[config.mk]
export PLATFORM = sky130hd
export DESIGN_NAME = tour_cmd
export DESIGN_NICKNAME = d
export VERILOG_FILES = /design/src/rtl/tour_pkg.sv /design/src/rtl/knight_move_dec.sv /design/src/rtl/tour_cmd.sv
export SDC_FILE = /design/constraint.sdc
export NUM_CORES = 1
export LEC_CHECK = 0
export BUFFER_PORTS_ARGS = -buffer_cell sky130_fd_sc_hd__buf_2
export CAP_MARGIN = 20
export CORE_UTILIZATION = 40
export DETAILED_ROUTE_END_ITERATION = 16
export PLACE_DENSITY_LB_ADDON = 0.3
export SYNTH_ARGS = -nofsm -noshare
export SYNTH_HDL_FRONTEND = slang
export SYNTH_HIERARCHICAL = 1
export SYNTH_SLANG_ARGS = --single-unit
export TNS_END_PERCENT = 50
[constraint.sdc]
create_clock -name clk -period 2.64 [get_ports clk]
set_clock_uncertainty 0.05 [all_clocks]
set_input_delay 0.528 -clock clk [delete_from_list [all_inputs] [get_ports clk]]
set_output_delay 0.528 -clock clk [all_outputs]
set_load 0.01 [all_outputs]
[src/rtl/tour_pkg.sv]
// Shared types and constants for the knight's-tour command replayer.
package tour_pkg;

  typedef enum logic [2:0] {
    IDLE,
    LOAD,
    VERT,
    HOLD_V,
    HORZ,
    HOLD_H
  } tour_state_t;

  // Command opcodes
  localparam logic [3:0] OP_MOVE    = 4'h2;
  localparam logic [3:0] OP_MOVE_FF = 4'h3;

  // Headings
  localparam logic [7:0] HDG_N = 8'h00;
  localparam logic [7:0] HDG_W = 8'h3F;
  localparam logic [7:0] HDG_S = 8'h7F;
  localparam logic [7:0] HDG_E = 8'hBF;

  // Response bytes
  localparam logic [7:0] POS_ACK  = 8'hA5;
  localparam logic [7:0] TOUR_ACK = 8'h5A;

  // Index of the final move of a 24-move tour
  localparam logic [4:0] LAST_MOVE = 5'd23;

  // Pack a command word as {opcode, heading, squares}
  function automatic logic [15:0] make_cmd(input logic [3:0] op,
                                           input logic [7:0] hdg,
                                           input logic [3:0] sq);
    return {op, hdg, sq};
  endfunction

endpackage

[src/rtl/knight_move_dec.sv]
// Decodes a one-hot knight move into its vertical and horizontal legs.
// The lowest set bit wins; an all-zero move decodes as bit 0.
module knight_move_dec
  import tour_pkg::*;
(
  input  logic [7:0]  mv_q,
  output logic [15:0] vert_cmd,
  output logic [15:0] horz_cmd
);

  // Isolate the lowest set bit (two's-complement trick)
  logic [7:0] lsb_oh;
  assign lsb_oh = mv_q & (~mv_q + 8'd1);

  // Map the winning move bit to a vertical leg and a horizontal leg
  always_comb begin
    // Bit 0 (+1,+2) is also the fallback for an empty move
    vert_cmd = make_cmd(OP_MOVE,    HDG_N, 4'd2);
    horz_cmd = make_cmd(OP_MOVE_FF, HDG_E, 4'd1);
    case (lsb_oh)
      8'h02: begin  // (-1,+2)
        vert_cmd = make_cmd(OP_MOVE,    HDG_N, 4'd2);
        horz_cmd = make_cmd(OP_MOVE_FF, HDG_W, 4'd1);
      end
      8'h04: begin  // (-2,+1)
        vert_cmd = make_cmd(OP_MOVE,    HDG_N, 4'd1);
        horz_cmd = make_cmd(OP_MOVE_FF, HDG_W, 4'd2);
      end
      8'h08: begin  // (-2,-1)
        vert_cmd = make_cmd(OP_MOVE,    HDG_S, 4'd1);
        horz_cmd = make_cmd(OP_MOVE_FF, HDG_W, 4'd2);
      end
      8'h10: begin  // (-1,-2)
        vert_cmd = make_cmd(OP_MOVE,    HDG_S, 4'd2);
        horz_cmd = make_cmd(OP_MOVE_FF, HDG_W, 4'd1);
      end
      8'h20: begin  // (+1,-2)
        vert_cmd = make_cmd(OP_MOVE,    HDG_S, 4'd2);
        horz_cmd = make_cmd(OP_MOVE_FF, HDG_E, 4'd1);
      end
      8'h40: begin  // (+2,-1)
        vert_cmd = make_cmd(OP_MOVE,    HDG_S, 4'd1);
        horz_cmd = make_cmd(OP_MOVE_FF, HDG_E, 4'd2);
      end
      8'h80: begin  // (+2,+1)
        vert_cmd = make_cmd(OP_MOVE,    HDG_N, 4'd1);
        horz_cmd = make_cmd(OP_MOVE_FF, HDG_E, 4'd2);
      end
      default: ;
    endcase
  end

endmodule

[src/rtl/tour_cmd.sv]
// Replays a solved knight's tour as motion commands, muxed with the UART
// command path. Transparent to the UART while idle.
module tour_cmd
  import tour_pkg::*;
(
  input  logic        clk,
  input  logic        rst_n,
  input  logic        start_tour,
  input  logic [7:0]  move,
  output logic [4:0]  mv_indx,
  input  logic [15:0] cmd_UART,
  input  logic        cmd_rdy_UART,
  input  logic        clr_cmd_rdy,
  input  logic        send_resp,
  output logic [15:0] cmd,
  output logic        cmd_rdy,
  output logic [7:0]  resp
);

  tour_state_t state_reg, state_next;
  logic [4:0]  mv_indx_reg, mv_indx_next;
  logic [7:0]  mv_q_reg, mv_q_next;
  logic [15:0] vert_cmd, horz_cmd;

  knight_move_dec u_dec (
    .mv_q     (mv_q_reg),
    .vert_cmd (vert_cmd),
    .horz_cmd (horz_cmd)
  );

  // State, move index and latched move registers
  always_ff @(posedge clk or negedge rst_n) begin
    if (!rst_n) begin
      state_reg   <= IDLE;
      mv_indx_reg <= 5'd0;
      mv_q_reg    <= 8'd0;
    end else begin
      state_reg   <= state_next;
      mv_indx_reg <= mv_indx_next;
      mv_q_reg    <= mv_q_next;
    end
  end

  // Next-state logic plus the cmd/cmd_rdy/resp output mux
  always_comb begin
    state_next   = state_reg;
    mv_indx_next = mv_indx_reg;
    mv_q_next    = mv_q_reg;
    cmd          = vert_cmd;
    cmd_rdy      = 1'b0;
    resp         = TOUR_ACK;
    case (state_reg)
      IDLE: begin
        cmd     = cmd_UART;
        cmd_rdy = cmd_rdy_UART;
        resp    = POS_ACK;
        if (start_tour) begin
          mv_indx_next = 5'd0;
          state_next   = LOAD;
        end
      end
      LOAD: begin
        // The solver has had one cycle to present move[mv_indx]
        mv_q_next  = move;
        state_next = VERT;
      end
      VERT: begin
        cmd     = vert_cmd;
        cmd_rdy = 1'b1;
        if (clr_cmd_rdy) state_next = HOLD_V;
      end
      HOLD_V: begin
        cmd = vert_cmd;
        if (send_resp) state_next = HORZ;
      end
      HORZ: begin
        cmd     = horz_cmd;
        cmd_rdy = 1'b1;
        if (clr_cmd_rdy) state_next = HOLD_H;
      end
      HOLD_H: begin
        cmd = horz_cmd;
        if (mv_indx_reg == LAST_MOVE) resp = POS_ACK;
        if (send_resp) begin
          if (mv_indx_reg == LAST_MOVE) begin
            state_next = IDLE;
          end else begin
            mv_indx_next = mv_indx_reg + 5'd1;
            state_next   = LOAD;
          end
        end
      end
      default: state_next = IDLE;
    endcase
  end

  assign mv_indx = mv_indx_reg;

endmodule

Yosys cells after proc, flatten, opt, wreduce, memory -nomap -nowiden
Index checks and enable logic that the tools add are counted.
{"block": "word_totals", "mem_bits_rw": 0, "latchBits": 0, "output_inout_bits": 30, "mem_count": 0, "reg_bits": 16, "word_cells": 55, "mem_bits_ro": 0}
{"block": "classes", "n_bitwise": 2, "addsub": 2, "div": 0, "n_eq_ne": 19, "n_mux": 17, "n_mul": 0, "n_reduce_logical": 12, "n_shift": 0, "n_lt_le_gt_ge": 0}
{"cell": "case mux 12 bit (3 select lines)", "n": 1}
{"cell": "case mux 11 bit (3 select lines)", "n": 1}
{"cell": "case mux 16 bit (2 select lines)", "n": 1}
{"cell": "case mux 3 bit (6 select lines)", "n": 1}
{"cell": "case mux 8 bit (2 select lines)", "n": 1}
{"cell": "OR reduction 2 bit", "n": 8}
{"cell": "two-way mux 3 bit", "n": 5}
{"cell": "two-way mux 5 bit", "n": 3}
{"cell": "inequality test 2 bit, second input constant", "n": 6}
{"cell": "case mux 5 bit (2 select lines)", "n": 1}
{"cell": "adder 8 x 1 -> 8 bit, second input constant", "n": 1}
{"cell": "AND 8 bit", "n": 1}
{"cell": "== test 8 x 2 -> 1 bit, second input constant", "n": 1}
{"cell": "== test 8 x 3 -> 1 bit, second input constant", "n": 1}
{"cell": "== test 8 x 4 -> 1 bit, second input constant", "n": 1}
{"cell": "== test 8 x 5 -> 1 bit, second input constant", "n": 1}
{"cell": "== test 8 x 6 -> 1 bit, second input constant", "n": 1}
{"cell": "== test 8 x 7 -> 1 bit, second input constant", "n": 1}
{"cell": "== test 8 bit, second input constant", "n": 1}
{"cell": "two-way mux 8 bit", "n": 1}
{"cell": "inverter 8 bit", "n": 1}
{"cell": "== test 3 x 2 -> 1 bit, second input constant", "n": 2}
{"cell": "== test 3 bit, second input constant", "n": 2}
{"cell": "adder 5 x 1 -> 5 bit, second input constant", "n": 1}
{"cell": "other kinds (8)", "n": 8}

Logic depth before layout (Yosys ltp)
{"block": "depth", "ltp_word": 7, "depth_mapped": 5, "ltp_nobuf": 5}

By module
The synthesis kept the hierarchy.
{"module": "tour_cmd", "n_inst": 1, "seq_area_each_um2": 400.4, "area_per_inst_um2": 1270.0, "cells_each": 135}
{"module": "knight_move_dec", "n_inst": 1, "seq_area_each_um2": 0.0, "area_per_inst_um2": 286.5, "cells_each": 39}

Worst setup path after synthesis
OpenSTA, ideal clock, no wires.
{"block": "synth_timing", "kind": "register to output", "startpoint": "register mv_q_reg[3]", "endpoint": "output port cmd[6]", "t_required_ns": 2.062, "path_stages_with_launch": 6, "setup_slack_ns": 0.365, "arrival_ns": 1.697, "cell_sequence": "dfrtp_1 -> nor2_2 -> a2111oi_2 -> buf_4 -> a22oi_1 -> o21ai_0"}
{"block": "synth_between", "elab_chain_cells": 7, "word_cells_on_any_way": 14, "classes_between": "1 x add/sub; 6 x eq/ne; 2 x mux; 2 x bitwise; 3 x reduce/logical"}
{"element": "from (decl)", "line": "tour_cmd.sv:22", "text": "logic [7:0] mv_q_reg, mv_q_next;"}
{"element": "from (signal assigned)", "line": "tour_cmd.sv:40", "text": "mv_q_reg <= mv_q_next;"}
{"element": "inverter 8 bit", "line": "knight_move_dec.sv:13", "text": "assign lsb_oh = mv_q & (~mv_q + 8'd1);"}
{"element": "adder 8 x 1 -> 8 bit", "line": "knight_move_dec.sv:13"}
{"element": "AND 8 bit *", "line": "knight_move_dec.sv:13"}
{"element": "== test 8 x 3 -> 1 bit (tied with other cells)", "line": "knight_move_dec.sv:20", "text": "case (lsb_oh)"}
{"element": "OR reduction 2 bit (no line)"}
{"element": "case mux 11 bit (3 select lines) *", "line": "knight_move_dec.sv:20"}
{"element": "named net vert_cmd[6]", "line": "tour_cmd.sv:23", "text": "logic [15:0] vert_cmd, horz_cmd;"}
{"element": "case mux 16 bit (2 select lines) *", "line": "tour_cmd.sv:52", "text": "case (state_reg)"}
{"element": "to (decl)", "line": "tour_cmd.sv:15", "text": "output logic [15:0] cmd,"}
Mark *: on every way through the listed nets, which the timed path passes. The rest lies on a longest branch.

Worst setup path in the final report
{"block": "layout_timing", "startpoint": "register mv_q_reg[3]", "endpoint": "output port cmd[7]"}
{"block": "layout_between", "elab_chain_cells": 7, "word_cells_on_any_way": 14, "classes_between": "1 x add/sub; 6 x eq/ne; 2 x mux; 2 x bitwise; 3 x reduce/logical"}
{"element": "inverter 8 bit", "line": "knight_move_dec.sv:13"}
{"element": "adder 8 x 1 -> 8 bit", "line": "knight_move_dec.sv:13"}
{"element": "AND 8 bit *", "line": "knight_move_dec.sv:13"}
{"element": "== test 8 x 3 -> 1 bit (tied with other cells)", "line": "knight_move_dec.sv:20"}
{"element": "OR reduction 2 bit (no line)"}
{"element": "case mux 11 bit (3 select lines) *", "line": "knight_move_dec.sv:20"}
{"element": "case mux 16 bit (2 select lines) *", "line": "tour_cmd.sv:52"}
Every way passes the cells marked *; elsewhere a longest branch is shown, timed or not.

==> out/qor.csv <==
metric,value,unit
async_flop_share,100,%
io_buffers,59,
cts_made_buffers,3,
die_height,64.4,um
power,0.00206,W
cts_resized,0,
worstPathCellList,nor2_2 -> a2111oi_2 -> buf_4 -> a22oi_1 -> o21ai_0 -> buf_2,
drv_cap,0,
yosys_register_bits,16,
grt_pass1_vias,1230,
final_area,1770,um^2
grt_start_max_net_pins,22,
drive_gt1_share,41.5,%
maxSlewViolCount,0,
netlist_area,1560,um^2
syn_area_per_cell,8.95,um^2
grt_pass1_wl,5.30,mm
reg2regPathDepth,3,
synthCells,174,
drt_pre_antenna_iters,4,
nFillCells,382,
routed_via_density,5.21,
crit_arrival,1.81,ns
place.gp.congestion,0.801,
worst_ep_required_time,2.06,ns
synth_warnings,6,
core,3690,um^2
max_stage_delay,0.47,ns
synth_cell_type_count,40,
synth_top_cell_by_area,dfrtp_1,
p_leak,0.835,nW
finalCritPeriodShare,90.5,%
largest_reg_flops,8,
synth_top_area_share,25.7,%
area_delta_synth_final,13.8,%
track_usage,15.8,%
end_kind,output pin,
setup_viol,0,
cts_setup_buffers,0,
synth_edf_count,0,
worstPathMaxFanout,14,
drc,0,
yosys-top-cells-area,"dfrtp_1, buf_4, a22oi_1, mux2_2, o21ai_0",
rsz0062_at_grt,no,
power.density,1160,nW/um^2
ant_nets,0,
ioPinCount,60,
yosysMostFrequentCell,buf_4,
overflow,0,
finalWorstPathRequiredPeriod,2.39,ns
worst_slack,0.251,ns
holdWs,0.139,ns
synth_common_cells,"buf_4, a22oi_1, o21ai_0",
crit_slowest_cell,dfrtp_1,
avgRoutedWirePerCell,11.8,um
post-dp-hpwl,2.35,mm
cts_buffer_depth,2,
seq_area_frac_synth,25.7,%
worstSetupPathType,register to output pin,
place_ws,0.503,ns
tritoncts,built,
synth_ff_type,dfrtp_1,
cts_sinks,16,
hold_path.class,input pin to asynchronous set/reset pin,
worstSkewPairLatency,0.24,ns
drt_iter0_drc,102,
fmax,419,MHz
drt_wl_total,3.12,mm
worst_setup_path_start_kind,register,
initial_core_util,42.2,%
final_nets,250,
peakVddDrop,0.619,mV
diodes,0,
cts_hold_buffers,0,
cts_root_buffer,clkbuf_8,
vias,1381,
hold_viol,0,
status,"finished, final reports clean",
grt_antenna_before_repair,0,
die-area,4140,um^2
tns,0,ns
std_cell_rows,22,
clk_pin_slew,0.06,ns
place_area,1730,um^2
die_w,64.4,um
htree_levels,1,
-- routing by layer --
| metal | track usage [%] | up-vias | share of wire [%] |
|---|---|---|---|
| li1 | - | 700 | - |
| met4 | 2.50 | 0 | 0 |
| met3 | 3.21 | 0 | 5.2 |
| met5 | 0 | - | 0 |
| met1 | 20.1 | 641 | 47 |
| met2 | 27.6 | 40 | 48 |
-- cells by family after synthesis --
kind of cell	Yosys count	synth area share, %
simple gates	28	13.9
flops	16	25.7
mux	10	7.23
compound gates	69	30.9
buf+inv	47	20.3
xor+xnor	1	0.563
fa+ha+maj	1	0.804
other cells	2	0.482
-- layout make-up --
| cell class | count | area (um^2) | area share, % |
|---|---|---|---|
| timing repair buffer | 67 | 355 | 20.1 |
| clock buffer | 3 | 41.3 | 2.33 |
| multi-input combinational | 129 | 907 | 51.2 |
| inverter | 2 | 7.51 | 0.424 |
| tap | 48 | 60.1 | 3.39 |
| sequential | 16 | 400 | 22.6 |
-- power breakdown --
group          switching [W]  internal, W  leakage, nW
logic               0.000737     0.000659        0.613
clock network      0.0000730     0.000101       0.0216
registers           0.000144     0.000345        0.200
-- critical path: cells and delay by family (launching register included) --
family	cells	cell delay [ns]
AOI/OAI and AO/OA	3	0.63
and+or+nand+nor	1	0.07
DFF	1	0.47
buffers and inverters	2	0.40
-- path summary, 6_finish.rpt --
path                         startpoint           to  slack [ns]
max                         mv_q_reg[3]       cmd[7]        0.25
min                               rst_n   mv_indx[1]        0.14
max reg2reg                state_reg[2]  mv_q_reg[1]        0.86
min reg2reg                 mv_q_reg[5]  mv_q_reg[5]        0.46
max in group asynchronous         rst_n  mv_q_reg[6]        2.14
min in group clk            mv_q_reg[5]  mv_q_reg[5]        0.46
-- stage by stage --
step / std cells / util [%]
6_report: 265 / 48.0
5_1_grt: 265 / 48.0
4_1_cts: 265 / 48.0
3_5_place_dp: 262 / 46.9
3_3_place_gp: 262 / 46.9
2_1_floorplan: 192 / -
-- cells in the final DEF (no fill, tap or decap), types with 2 or more instances in the layout --
master / instances
clkbuf_8: 3
o31a_2: 2
nand3_1: 2
nor2_1: 3
a22oi_1: 32
dfrtp_1: 16
and4b_1: 2
and3_1: 2
nor2_2: 2
nor2b_1: 3
or4_1: 2
buf_4: 8
conb_1: 20
nand4b_1: 2
a21oi_1: 5
o21ai_0: 18
o31ai_1: 2
buf_2: 59
nor3_1: 4
inv_1: 2
mux2_2: 10
Power figures use the tool's default switching activity.
